$ cat src/rtl/bcd_stopwatch.sv
// BCD mm:ss up/down stopwatch driven by the clock divider's slow square wave.
// tick_in is synchronized and edge-detected; every TICKS_PER_STEP edges form one count step.
module bcd_stopwatch #(
   parameter int TICKS_PER_STEP = 1
) (
   input  logic        clk,
   input  logic        rst,
   input  logic        tick_in,
   input  logic        start_pause,
   input  logic        clear,
   input  logic        load,
   input  logic [15:0] load_bcd,
   input  logic        mode_down,
   output logic [3:0]  min_tens,
   output logic [3:0]  min_ones,
   output logic [3:0]  sec_tens,
   output logic [3:0]  sec_ones,
   output logic        running,
   output logic        done,
   output logic        tick_pulse
);

   typedef enum logic [1:0] {IDLE, RUN, PAUSE, DONE} state_t;

   localparam logic [7:0] STEP_LAST = 8'(TICKS_PER_STEP - 1);

   state_t      state, state_nxt;
   logic [15:0] time_q, time_nxt;
   logic [7:0]  presc, presc_nxt;
   logic        done_nxt;
   logic        s1, s2, s3;
   logic        is_zero, load_ok;

   // Increment {mt,mo,st,so}; each digit only advances when all lower digits wrap.
   function automatic logic [15:0] bcd_inc(input logic [15:0] t);
      logic [3:0] mt, mo, st, so;
      {mt, mo, st, so} = t;
      if (so != 4'd9) so = so + 4'd1;
      else begin
         so = 4'd0;
         if (st != 4'd5) st = st + 4'd1;
         else begin
            st = 4'd0;
            if (mo != 4'd9) mo = mo + 4'd1;
            else begin
               mo = 4'd0;
               mt = (mt != 4'd5) ? mt + 4'd1 : 4'd0;
            end
         end
      end
      return {mt, mo, st, so};
   endfunction

   function automatic logic [15:0] bcd_dec(input logic [15:0] t);
      logic [3:0] mt, mo, st, so;
      {mt, mo, st, so} = t;
      if (so != 4'd0) so = so - 4'd1;
      else begin
         so = 4'd9;
         if (st != 4'd0) st = st - 4'd1;
         else begin
            st = 4'd5;
            if (mo != 4'd0) mo = mo - 4'd1;
            else begin
               mo = 4'd9;
               mt = (mt != 4'd0) ? mt - 4'd1 : 4'd5;
            end
         end
      end
      return {mt, mo, st, so};
   endfunction

   assign is_zero    = (time_q == 16'h0000);
   assign load_ok    = (load_bcd[15:12] <= 4'd5) && (load_bcd[11:8] <= 4'd9) &&
                       (load_bcd[7:4]   <= 4'd5) && (load_bcd[3:0]  <= 4'd9);
   assign tick_pulse = s2 & ~s3;

   always_ff @(posedge clk) begin
      if (rst) begin
         s1 <= 1'b0;
         s2 <= 1'b0;
         s3 <= 1'b0;
      end else begin
         s1 <= tick_in;
         s2 <= s1;
         s3 <= s2;
      end
   end

   always_ff @(posedge clk) begin
      if (rst) begin
         state   <= IDLE;
         time_q  <= 16'h0000;
         presc   <= 8'd0;
         running <= 1'b0;
         done    <= 1'b0;
      end else begin
         state   <= state_nxt;
         time_q  <= time_nxt;
         presc   <= presc_nxt;
         running <= (state_nxt == RUN);
         done    <= done_nxt;
      end
   end

   // Priority: clear > accepted load > start_pause > count step.
   always_comb begin
      state_nxt = state;
      time_nxt  = time_q;
      presc_nxt = presc;
      done_nxt  = 1'b0;
      if (clear) begin
         state_nxt = IDLE;
         time_nxt  = 16'h0000;
         presc_nxt = 8'd0;
      end else if (load && (state != RUN) && load_ok) begin
         state_nxt = IDLE;
         time_nxt  = load_bcd;
         presc_nxt = 8'd0;
      end else if (start_pause) begin
         case (state)
            IDLE, PAUSE: if (!(mode_down && is_zero)) state_nxt = RUN;
            RUN:         state_nxt = PAUSE;
            default:     state_nxt = state;
         endcase
      end else if ((state == RUN) && tick_pulse) begin
         if (presc == STEP_LAST) begin
            presc_nxt = 8'd0;
            if (!mode_down) begin
               time_nxt = bcd_inc(time_q);
            end else if (is_zero || (time_q == 16'h0001)) begin
               // A countdown never wraps below 00:00; it parks in DONE.
               time_nxt  = 16'h0000;
               state_nxt = DONE;
               done_nxt  = 1'b1;
            end else begin
               time_nxt = bcd_dec(time_q);
            end
         end else begin
            presc_nxt = presc + 8'd1;
         end
      end
   end

   assign {min_tens, min_ones, sec_tens, sec_ones} = time_q;

endmodule

$ cat config.mk
export PLATFORM = sky130hd
export DESIGN_NAME = bcd_stopwatch
export DESIGN_NICKNAME = d
export VERILOG_FILES = /design/src/rtl/bcd_stopwatch.sv
export SDC_FILE = /design/constraint.sdc
export NUM_CORES = 1
export LEC_CHECK = 0
export CAP_MARGIN = 30
export CORE_ASPECT_RATIO = 1.25
export CORE_MARGIN = 4
export CORE_UTILIZATION = 56
export CTS_CLUSTER_DIAMETER = 150
export DETAILED_ROUTE_END_ITERATION = 7
export PLACE_DENSITY_LB_ADDON = 0.12
export RECOVER_POWER = 25
export SKIP_CTS_REPAIR_TIMING = 1
export SYNTH_ARGS = -nofsm -noshare
export SYNTH_HDL_FRONTEND = slang
export SYNTH_SLANG_ARGS = --single-unit
$ cat constraint.sdc
create_clock -name clk -period 6.05 [get_ports clk]
set_input_delay 1.21 -clock clk [delete_from_list [all_inputs] [get_ports clk]]
set_output_delay 1.21 -clock clk [all_outputs]
set_load 0.005 [all_outputs]
# Word level (Yosys, flattened, before mapping)
# Cells that the tools add are included.
# W data, S select, Z words.
# word_totals
regBits,31
inputBits,23
output_inout_bits,19
wordCells,109
# classes
addsub,9
magnitude_cmp,4
eq_ne,16
n_mux,37
bitwise,6
n_reduce_logical,26
# op_table
cell,count
$mux W16,6
$mux W4,20
$ne A4 B4 Y1 const B,5
$add A4 B1 Y4 const B,4
$eq A16 B1 Y1 const B,1
$logic_not A16 Y1,1
$mux W2,8
$reduce_bool A4 Y1,4
$sub A4 B1 Y4 const B,4
$ne A3 B3 Y1 const B,3
$reduce_and A9 Y1,1
$add A8 B1 Y8 const B,1
$le A4 B3 Y1 const B,2
$le A4 B4 Y1 const B,2
$logic_not A8 Y1,1
$mux W8,1
$ne A4 B3 Y1 const B,2
$logic_and A1 B1 Y1,7
$reduce_and A7 Y1,1
$reduce_or A7 Y1,1
$not A1 Y1,5
$reduce_and A5 Y1,1
$eq A2 B1 Y1 const B,2
$ne A2 B1 Y1 const B,2
11 further kinds,13

# Longest topological paths before layout
# depth
word_depth,11
ltp_mapped,9
depth_no_buf,8

# Worst setup path after synthesis
# Ideal clock, no wire load.
# synth_timing
path_type,input to register
start,input start_pause
end,register time_q[9]
setup_ns,0.062
arrival_ns,2.569
path_slack_ns,3.419
stages,6
path_cell_list,nor3b_2 > nand4_4 > nor4_4 > nand2_1 > or4_1 > nand3_1
# synth_between
elab_chain_cells,2
# synth_lines
item,line_no,source
"start, declared",9,"input logic start_pause,"
$ne A2 B1 Y1 (no line),--,
$reduce_and A7 Y1 (no line),--,
"end signal, assigned",99,time_q <= time_nxt;
"end, declared",28,"logic [15:0] time_q, time_nxt;"
# No other way between the ends.
# A chain may end at the register's enable or synchronous reset.

# Worst setup path in the final report
# layout_timing
start,input load_bcd[14]
end,register time_q[5]
# layout_between
elab_chain_cells,7
# layout_lines
item,line_no,source
"start, declared",12,"input logic [15:0] load_bcd,"
$le A4 B3 Y1 *,74,assign load_ok = (load_bcd[15:12] <= 4'd5) && (load_bcd[11:8] <= 4'd9) &&
$logic_and A1 B1 Y1 * (2 in a row),74,
$logic_and A1 B1 Y1 *,75,(load_bcd[7:4] <= 4'd5) && (load_bcd[3:0] <= 4'd9);
$logic_and A1 B1 Y1 *,116,end else if (load && (state != RUN) && load_ok) begin
$ne A4 B4 Y1 (no line) (tied with other cells),--,
$reduce_and A5 Y1 (no line),--,
# Mark *: on every way between the ends. The rest lies on a longest branch, timed or not.

==> flow_metrics.py <==
metrics = {
    "outcome": {
        "status": "completed",
    },
    "worst_setup_path": {
        "cp.arrival_ns": 3.52,
        "cp_max_fo": 21,
        "end_kind": "flip-flop",
        "worstSetupStartpointType": "input port",
        "crit_required_ns": 6.27,
        "path_class": "input port to flip-flop",
    },
    "power_and_ir_drop": {
        "ir_worst_vdd_mv": 0.1686,
        "power_leakage_nw": 0.9446,
        "p_per_area_nw_per_um2": 163.8,
    },
    "drt": {
        "via_per_inst": 6.488,
        "drtIter0Drc": 211,
        "drc": 0,
        "ant_nets": 0,
        "firstDrtPassIters": 5,
        "routed_wl_mm": 5.896,
        "vias": 2232,
        "routedWlPerCell_um": 17.14,
    },
    "timing": {
        "fin_skew_ns": 0.008172,
        "finalMaxSlewViolations": 0,
        "rsz0062_at_grt": "no",
        "setup_ws_ns": 2.752,
        "clock.fmax_ghz": 0.3032,
        "period_share_pct": 54.51,
        "slew_headroom_pct": 46.22,
        "tightestPinTransition_ns": 0.8044,
        "period_minus_slack_ns": 3.298,
        "setup_tns_ns": 0,
        "finalSetupViolCount": 0,
        "hold_viol_final": 0,
    },
    "logic_synthesis": {
        "synth-seq-cells": 31,
        "yosysSeqAreaShare_pct": 29.45,
        "ys_warn_count": 0,
        "yosys.area.top_type": "dfxtp_1",
        "synth_cells": 275,
        "yosysMostFrequentCell": "dfxtp_1",
        "synth_cell_types": 56,
        "synth-async-reset-ratio_pct": 0,
        "synthTopCellsByCount": "31 x dfxtp_1, 23 x a21oi_1, 23 x nor2_1",
        "synth_edf_count": 0,
        "synth_nets": 300,
        "synth_top_area_share_pct": 29.45,
        "yosys-top-cells-area": "dfxtp_1 29%, a21oi_1 5.5%, o21ai_0 4.3%",
        "syn_avg_cell_area_um2": 7.662,
        "ys.flop_type": "dfxtp_1",
        "syn_area_um2": 2107,
    },
    "clock_network": {
        "tritoncts": "done",
        "clock_latency_ns": 0.29,
        "cts_buffers": 5,
        "cts.clk_slew.worst_paths_ns": 0.07,
        "clock_sinks": 31,
        "cts_max_level": 2,
        "cts_root_buf": "clkbuf_8",
        "clockBufferDepth": 2,
    },
    "floorplanning": {
        "die_h_um": 76.58,
        "std_cell_rows": 24,
        "fp.coreArea_um2": 3543,
        "pin_count": 42,
        "dieArea_um2": 4814,
        "start_util_pct": 59.46,
        "die_w_um": 62.87,
    },
    "run": {
        "drv_cap": 0,
    },
    "grt": {
        "use_met3_pct": 5.162,
        "overflow": 0,
        "antenna_found_initial": 0,
        "busiest_layer": "met2",
        "grt_max_degree": 40,
        "grt_pass1_vias": 2157,
        "grt_first_pass_wirelength_mm": 9.763,
        "use_met2_pct": 42.87,
        "grt_use_met1_pct": 27.33,
        "grt_util_all_layers_pct": 24.58,
    },
    "finish": {
        "final_nets": 329,
        "num_antenna_cells": 0,
        "fillCellCount": 298,
        "drive_gt1_share_pct": 6.230,
        "syn_to_final_growth_pct": 22.57,
    },
    "worst_hold_path": {
        "holdCritPathClass": "flip-flop to flip-flop",
    },
    "placed_design": {
        "place.gp.congestion": 0.8390,
        "hpwl_mm": 4.113,
        "post-place-ws_ns": 2.533,
        "io_buffer_count": 41,
    },
}
-- layout by cell type (no fill, tap or decap), types with 4 or more instances in the layout --
master           netlist  layout
xor2_1                10      10
nand2_1               18      18
nand4_1               10      10
nand3_1               17      17
nor3_1                12      12
a21oi_1               23      23
dlygate4sd3_1          0      10
dfxtp_1               31      31
inv_1                  8       8
o21ai_0               18      18
clkbuf_8               0       5
nand2b_1               4       4
o211ai_1               7       7
nor2_1                23      23
clkdlybuf4s50_1        0      31
and3_1                 7       7
nor2b_1                6       6
-- through the flow --
step / instances / hold WS [ns] / cell area (um^2) / utilization, % / power (W)
after floorplan: 275 / 0.4138 / 2107 / - / 0.0002403
after CTS: 344 / 0.4574 / 2582 / 72.88 / 0.0004258
after global routing: 344 / 0.4650 / 2582 / 72.88 / 0.0004390
final: 344 / 0.4528 / 2582 / 72.88 / 0.0004229
after global placement: 336 / 0.4203 / 2497 / 70.48 / 0.0002657
after detailed placement: 336 / 0.4353 / 2497 / 70.48 / 0.0002667
-- registers in the layout, indices dropped and copies added (netlist names) --
register,count
s3,1
s1,1
running,1
done,1
s2,1
presc,8
time_q,16
state,2
-- per-layer routing --
| metal | vias up | part of all wire [%] |
|---|---|---|
| li1 | 1076 | - |
| met1 | 1040 | 39 |
| met2 | 101 | 51 |
| met3 | 15 | 7.2 |
| met4 | 0 | 2.4 |
| met5 | - | 0 |
-- area by class of cell --
type / count / area [um^2] / share of cell area [%]
Multi-Input combinational cell: 215 / 1373 / 53.15
Inverter: 8 / 30.03 / 1.163
Clock buffer: 6 / 72.57 / 2.810
Sequential cell: 31 / 620.6 / 24.03
Timing Repair Buffer: 43 / 425.4 / 16.47
Clock inverter: 2 / 12.51 / 0.4845
Tap cell: 39 / 48.80 / 1.890
-- cell families (layout without fill, tap and decap cells) --
family / Yosys count / in the layout / share of synthesized area, %
buffers and inverters: 29 / 59 / 5.403
multiplexers: 2 / 2 / 0.9502
AO/OA/AOI/OAI: 78 / 78 / 23.87
XOR/XNOR: 13 / 13 / 5.404
flip-flops: 31 / 31 / 29.45
adder cells (fa/ha/maj): 2 / 2 / 1.187
AND/OR/NAND/NOR: 120 / 120 / 33.73
-- final timing paths --
kind,from,to,slack (ns),cells past startpoint
setup / recovery,load_bcd[14],time_q[5],2.75,6
hold / removal,s1,s2,0.45,1
setup reg to reg,state[1],time_q[5],3.67,6
hold reg to reg,s1,s2,0.45,1
-- power breakdown --
group	total, W	switching [W]	internal, W
logic	0.0000542	0.0000283	0.0000259
clock network	0.000160	0.0000796	0.0000803
registers	0.000209	0.00000265	0.000206
total	0.000423	0.000111	0.000312
-- worst max-delay path, stage by stage --
cell             delay (ns)
clkdlybuf4s50_1        0.46
a222oi_1               0.41
nand3_1                0.67
o21ai_0                0.43
o211ai_1               0.16
a21oi_1                0.18
Power figures use the tool's default switching activity.
